`src/rtl/uart_rx_oversample.sv`:
```
// uart_rx_oversample
// UART receiver driven by a 16x-baud oversampling strobe. The generator output
// is treated as a level; each rising edge becomes a one-cycle tick. The start
// bit is verified at mid-bit, then every data/parity/stop bit is sampled 16
// ticks after the previous sample. The received word and its status flags are
// presented together with a one-cycle rx_valid strobe.
module uart_rx_oversample #(
    parameter int pDATA_BITS  = 8,
    parameter int pPARITY_EN  = 0,
    parameter int pPARITY_ODD = 0
) (
    input  logic                  sys_clk,
    input  logic                  Async_rst,
    input  logic                  baud_clk_16x,
    input  logic                  rx_in,
    output logic [pDATA_BITS-1:0] rx_data,
    output logic                  rx_valid,
    output logic                  frame_err,
    output logic                  parity_err,
    output logic                  rx_busy
);

    localparam int                BCNT_W    = (pDATA_BITS > 1) ? $clog2(pDATA_BITS) : 1;
    localparam logic [BCNT_W-1:0] BCNT_LAST = BCNT_W'(pDATA_BITS - 1);
    localparam logic [BCNT_W-1:0] BCNT_ONE  = BCNT_W'(1);
    localparam logic              PAR_EN    = (pPARITY_EN != 0);
    localparam logic              PAR_ODD   = (pPARITY_ODD != 0);

    typedef enum logic [2:0] {
        IDLE   = 3'd0,
        START  = 3'd1,
        DATA   = 3'd2,
        PARITY = 3'd3,
        STOP   = 3'd4
    } state_t;

    // Even-parity reduction of a received word.
    function automatic logic parity_of(input logic [pDATA_BITS-1:0] d);
        return ^d;
    endfunction

    logic                  rx_meta_r;
    logic                  rx_s;
    logic                  baud_q;
    logic                  tick_s;
    state_t                state_r;
    logic [3:0]            cnt_r;
    logic [BCNT_W-1:0]     bcnt_r;
    logic [pDATA_BITS-1:0] sh_r;
    logic                  par_bit_r;
    logic                  line_ok_r;

    // Two-flop synchronizer for the asynchronous serial line (idles high).
    always_ff @(posedge sys_clk or negedge Async_rst) begin
        if (!Async_rst) begin
            rx_meta_r <= 1'b1;
            rx_s      <= 1'b1;
        end else begin
            rx_meta_r <= rx_in;
            rx_s      <= rx_meta_r;
        end
    end

    // Delayed copy of the baud level, used to find its rising edges.
    always_ff @(posedge sys_clk or negedge Async_rst) begin
        if (!Async_rst) begin
            baud_q <= 1'b0;
        end else begin
            baud_q <= baud_clk_16x;
        end
    end

    assign tick_s = baud_clk_16x & ~baud_q;

    // Receive FSM with registered outputs; it advances only on tick cycles.
    always_ff @(posedge sys_clk or negedge Async_rst) begin
        if (!Async_rst) begin
            state_r    <= IDLE;
            cnt_r      <= 4'd0;
            bcnt_r     <= '0;
            sh_r       <= '0;
            par_bit_r  <= 1'b0;
            line_ok_r  <= 1'b0;
            rx_data    <= '0;
            rx_valid   <= 1'b0;
            frame_err  <= 1'b0;
            parity_err <= 1'b0;
            rx_busy    <= 1'b0;
        end else begin
            rx_valid <= 1'b0;
            rx_busy  <= (state_r != IDLE);
            if (tick_s) begin
                case (state_r)
                    IDLE: begin
                        // line_ok only rises after the line has been seen high,
                        // so a line stuck low cannot retrigger a frame.
                        line_ok_r <= rx_s;
                        if (!rx_s && line_ok_r) begin
                            cnt_r   <= 4'd0;
                            state_r <= START;
                        end else begin
                            state_r <= IDLE;
                        end
                    end
                    START: begin
                        if (cnt_r != 4'd7) begin
                            cnt_r <= cnt_r + 4'd1;
                        end else if (!rx_s) begin
                            cnt_r   <= 4'd0;
                            bcnt_r  <= '0;
                            state_r <= DATA;
                        end else begin
                            state_r <= IDLE;
                        end
                    end
                    DATA: begin
                        if (cnt_r != 4'd15) begin
                            cnt_r <= cnt_r + 4'd1;
                        end else begin
                            sh_r  <= {rx_s, sh_r[pDATA_BITS-1:1]};
                            cnt_r <= 4'd0;
                            if (bcnt_r == BCNT_LAST) begin
                                if (PAR_EN) begin
                                    state_r <= PARITY;
                                end else begin
                                    state_r <= STOP;
                                end
                            end else begin
                                bcnt_r <= bcnt_r + BCNT_ONE;
                            end
                        end
                    end
                    PARITY: begin
                        if (cnt_r != 4'd15) begin
                            cnt_r <= cnt_r + 4'd1;
                        end else begin
                            par_bit_r <= rx_s;
                            cnt_r     <= 4'd0;
                            state_r   <= STOP;
                        end
                    end
                    STOP: begin
                        if (cnt_r != 4'd15) begin
                            cnt_r <= cnt_r + 4'd1;
                        end else begin
                            rx_data    <= sh_r;
                            frame_err  <= ~rx_s;
                            parity_err <= PAR_EN ? (parity_of(sh_r) ^ par_bit_r ^ PAR_ODD) : 1'b0;
                            rx_valid   <= 1'b1;
                            line_ok_r  <= 1'b0;
                            cnt_r      <= 4'd0;
                            state_r    <= IDLE;
                        end
                    end
                    default: begin
                        cnt_r   <= 4'd0;
                        state_r <= IDLE;
                    end
                endcase
            end else begin
                state_r <= state_r;
            end
        end
    end

endmodule

```
`config.mk`:
```
export PLATFORM = sky130hd
export DESIGN_NAME = uart_rx_oversample
export DESIGN_NICKNAME = d
export VERILOG_FILES = /design/src/rtl/uart_rx_oversample.sv
export SDC_FILE = /design/constraint.sdc
export NUM_CORES = 1
export LEC_CHECK = 0
export CELL_PAD_IN_SITES_DETAIL_PLACEMENT = 2
export CELL_PAD_IN_SITES_GLOBAL_PLACEMENT = 2
export CORE_MARGIN = 2
export CORE_UTILIZATION = 40
export DETAILED_ROUTE_END_ITERATION = 12
export PLACE_DENSITY = 0.88
export SLEW_MARGIN = 25
export SYNTH_ARGS = -nofsm -noshare
export SYNTH_HDL_FRONTEND = slang
export SYNTH_SLANG_ARGS = --single-unit
```
`constraint.sdc`:
```
create_clock -name sys_clk -period 2.5 [get_ports sys_clk]
set_input_delay 0.75 -clock sys_clk [delete_from_list [all_inputs] [get_ports sys_clk]]
set_output_delay 0.75 -clock sys_clk [all_outputs]
set_load 0.02 [all_outputs]
```
==> results.json <==
{
  "status": "completed",
  "cts_buffers": 5,
  "wl_per_cell_um": 19.7,
  "initial_utilization_pct": 41.6,
  "worstSetupPathType": "in2reg",
  "rr_endpoint": "rx_data[4]$_DFFE_PN0P_",
  "reg2reg_depth": 5,
  "period_share_pct": 87.1,
  "pin_count": 16,
  "yosys.area_share.simple_pct": 14.2,
  "yosys_warnings": 0,
  "dieHeight_um": 65.5,
  "synth_fa_ha_area_share_pct": 2.48,
  "synthCells": 122,
  "grt_overflow_total": 0,
  "power_density_mw_per_mm2": 929,
  "post-route-util_pct": 49.9,
  "path_max_fanout": 11,
  "r2r-start": "cnt_r[0]$_DFFE_PN0P_",
  "period_minus_slack_ns": 2.18,
  "crit_path_top_delay_cell": "clkdlybuf4s50_1",
  "drc": 0,
  "ctsResizeCount": 0,
  "synth_top_family_by_area": "multiplexers",
  "setup_viol": 0,
  "grt_first_pass_wirelength_um": 6420,
  "grt_max_degree": 34,
  "synth-seq-area-share_pct": 54.8,
  "place_inst": 181,
  "syn2layout_area_growth_pct": 20.0,
  "ctsHtreeMaxLevel": 2,
  "register_area_sq_um": 828,
  "drt_iter0_markers": 31,
  "finalInstanceArea_sq_mm": 0.00181,
  "grt_pass1_vias": 1205,
  "clk_latency_ns": 0.29,
  "wl_met1_um": 1470,
  "synthFlopType": "dfrtp_1",
  "cp.required_ns": 2.67,
  "rows": 22,
  "finalSetupTns_ns": 0,
  "antenna_found_initial": 0,
  "routed_wl_um": 3730,
  "ys_types": 39,
  "dr_wl_met2_um": 2050,
  "crit_arrival_ns": 2.35,
  "cap_violations": 0,
  "hold_viol_final": 0,
  "core_area_sq_mm": 0.00363,
  "port_buffers": 14,
  "synth_area_sq_mm": 0.00151,
  "cts_root_buf": "clkbuf_8",
  "num_vias": 1010,
  "die_x_um": 65.5,
  "synth_xor_area_share_pct": 0.579,
  "drive_gt1_share_pct": 24.8,
  "track_usage_pct": 21.0,
  "viasPerCell": 5.34,
  "synth_area_per_cell_sq_um": 12.4,
  "finClkSkew_ns": 0.00814,
  "dieArea_sq_mm": 0.00429,
  "multiInputGateArea_sq_um": 632,
  "layout.cells.non_filler": 189,
  "synth_nets": 129,
  "min_from": "rx_meta_r$_DFF_PN1_",
  "max_freq_ghz": 0.459,
  "synth_compound_area_share_pct": 9.35,
  "synthMuxAreaShare_pct": 15.0,
  "critPathMaxStageDelay_ns": 0.51,
  "post_cts_buffers": 0,
  "cts_hold_buf": 0,
  "num-nets-final": 147,
  "startpoint_type": "primary input",
  "hold_class": "reg2reg",
  "globalplace.congestion": 0.813,
  "slew_violations": 0,
  "dr.pass1.iters": 4,
  "highest_layer": "met4",
  "holdPathEnd": "rx_s$_DFF_PN1_",
  "antenna_cells": 0,
  "dr_wl_met3_um": 167,
  "ant_nets": 0,
  "cts_num_sinks": 33,
  "async_reset_ff_share_pct": 100,
  "clkTransAtPathRegs_ns": 0.07,
  "synth_edf_count": 0,
  "clk_path_buf_depth": 2,
  "crit_chain": "clkdlybuf4s50_1 -> nor2b_1 -> nand4_1 -> buf_4 -> mux2_2",
  "cts_tree": "yes",
  "p_leak_uw": 0.000860,
  "dpl_cell_area_sq_mm": 0.00169,
  "cp-end-kind": "register",
  "rsz0062_at_grt": "no",
  "rrSetupSlack_ns": 0.71,
  "ir_drop_uv": 410,
  "hold_path_depth": 0,
  "fillers": 365,
  "synth_seq_cells": 33,
  "detailed_place_hpwl_um": 2420
}
## registers in the layout, summed over array words and instances, names as in the netlist
| register | flops |
|---|---|
| rx_valid | 1 |
| frame_err | 1 |
| rx_s | 1 |
| rx_meta_r | 1 |
| rx_busy | 1 |
| cnt_r | 4 |
| baud_q | 1 |
| sh_r | 8 |
| line_ok_r | 1 |
| state_r | 3 |
| bcnt_r | 3 |
| rx_data | 8 |
## worst max-delay path by stage
stage | startpoint | to | slack [ns] | cells past startpoint
after detailed placement | baud_clk_16x | cnt_r[0]$_DFFE_PN0P_ | 0.05 | 5
after global placement | baud_clk_16x | cnt_r[0]$_DFFE_PN0P_ | 0.15 | 5
after CTS | baud_clk_16x | rx_data[4]$_DFFE_PN0P_ | 0.33 | 5
final | baud_clk_16x | rx_data[4]$_DFFE_PN0P_ | 0.32 | 5
after floorplan | baud_clk_16x | rx_data[1]$_DFFE_PN0P_ | 0.73 | 4
after global routing | baud_clk_16x | cnt_r[0]$_DFFE_PN0P_ | 0.22 | 5
## area by class of cell
cell class	instances	area share [%]
Clock buffer	6	4.55
Clock inverter	2	2.07
Inverter	5	1.03
Multi-Input combinational cell	79	34.8
Sequential cell	33	45.7
Tap cell	48	3.31
Timing Repair Buffer	16	8.55
## kinds of logic (layout without fill, tap and decap cells)
group | count (synthesis) | in the layout
and+or+nand+nor | 36 | 36
DFF | 33 | 33
muxes | 20 | 20
AOI/OAI and AO/OA | 18 | 18
buffers and inverters | 10 | 29
adders and majority gates | 3 | 3
other | 1 | 1
xor gates and xnor gates | 1 | 1
## Yosys cell counts, types with 3 or more instances
library cell  number  share of area, %
nor2_1             4              0.99
ha_1               3               2.5
nand3b_1           3               1.5
dfrtp_1           31                51
nand3_1            5               1.7
buf_4              3               1.5
o21ai_0            6               2.0
nor3_1             3              0.99
nand2_1            7               1.7
mux2_2            15                11
inv_1              5               1.2
## stage by stage
step	hold slack, ns	power [uW]	setup WS (ns)
6_report	0.369	1690	0.323
5_1_grt	0.373	1790	0.225
4_1_cts	0.374	1720	0.334
3_5_place_dp	0.353	1150	0.0531
3_3_place_gp	0.346	1110	0.146
2_1_floorplan	0.345	1030	0.732
## layer usage
layer  global-route usage [%]  vias to the layer above
li1                         -                      465
met1                     23.8                      517
met2                     37.0                       22
met3                     5.99                        6
met4                     8.59                        0
met5                        0                        -
## worst max-delay path, delay by kind of cell
family                 cells  cell delay (ns)
buffers and inverters      2             0.73
muxes                      1             0.29
and+or+nand+nor            2             0.58
## where the power goes
part	total [uW]	internal [uW]	leakage (uW)	switching, uW
combinational	414	184	0.000366	230
clock	528	324	0.0000574	204
sequential	744	621	0.000436	123
## placed cells by master, fill, tap and decap left out, types with 2 or more instances in the layout
cell type	count
inv_1	5
nand3_1	5
o21ai_0	6
mux2_2	15
o211ai_1	2
clkdlybuf4s50_1	14
ha_1	3
nor2b_1	2
nand2_1	7
mux2_1	2
nor2_1	4
buf_4	2
nand3b_1	3
a21o_1	2
dfstp_2	2
a22o_1	2
clkbuf_8	6
dfrtp_1	31
and3_1	2
mux2i_1	2
nor3_1	3
No activity file was read; power rests on OpenSTA's default activity.
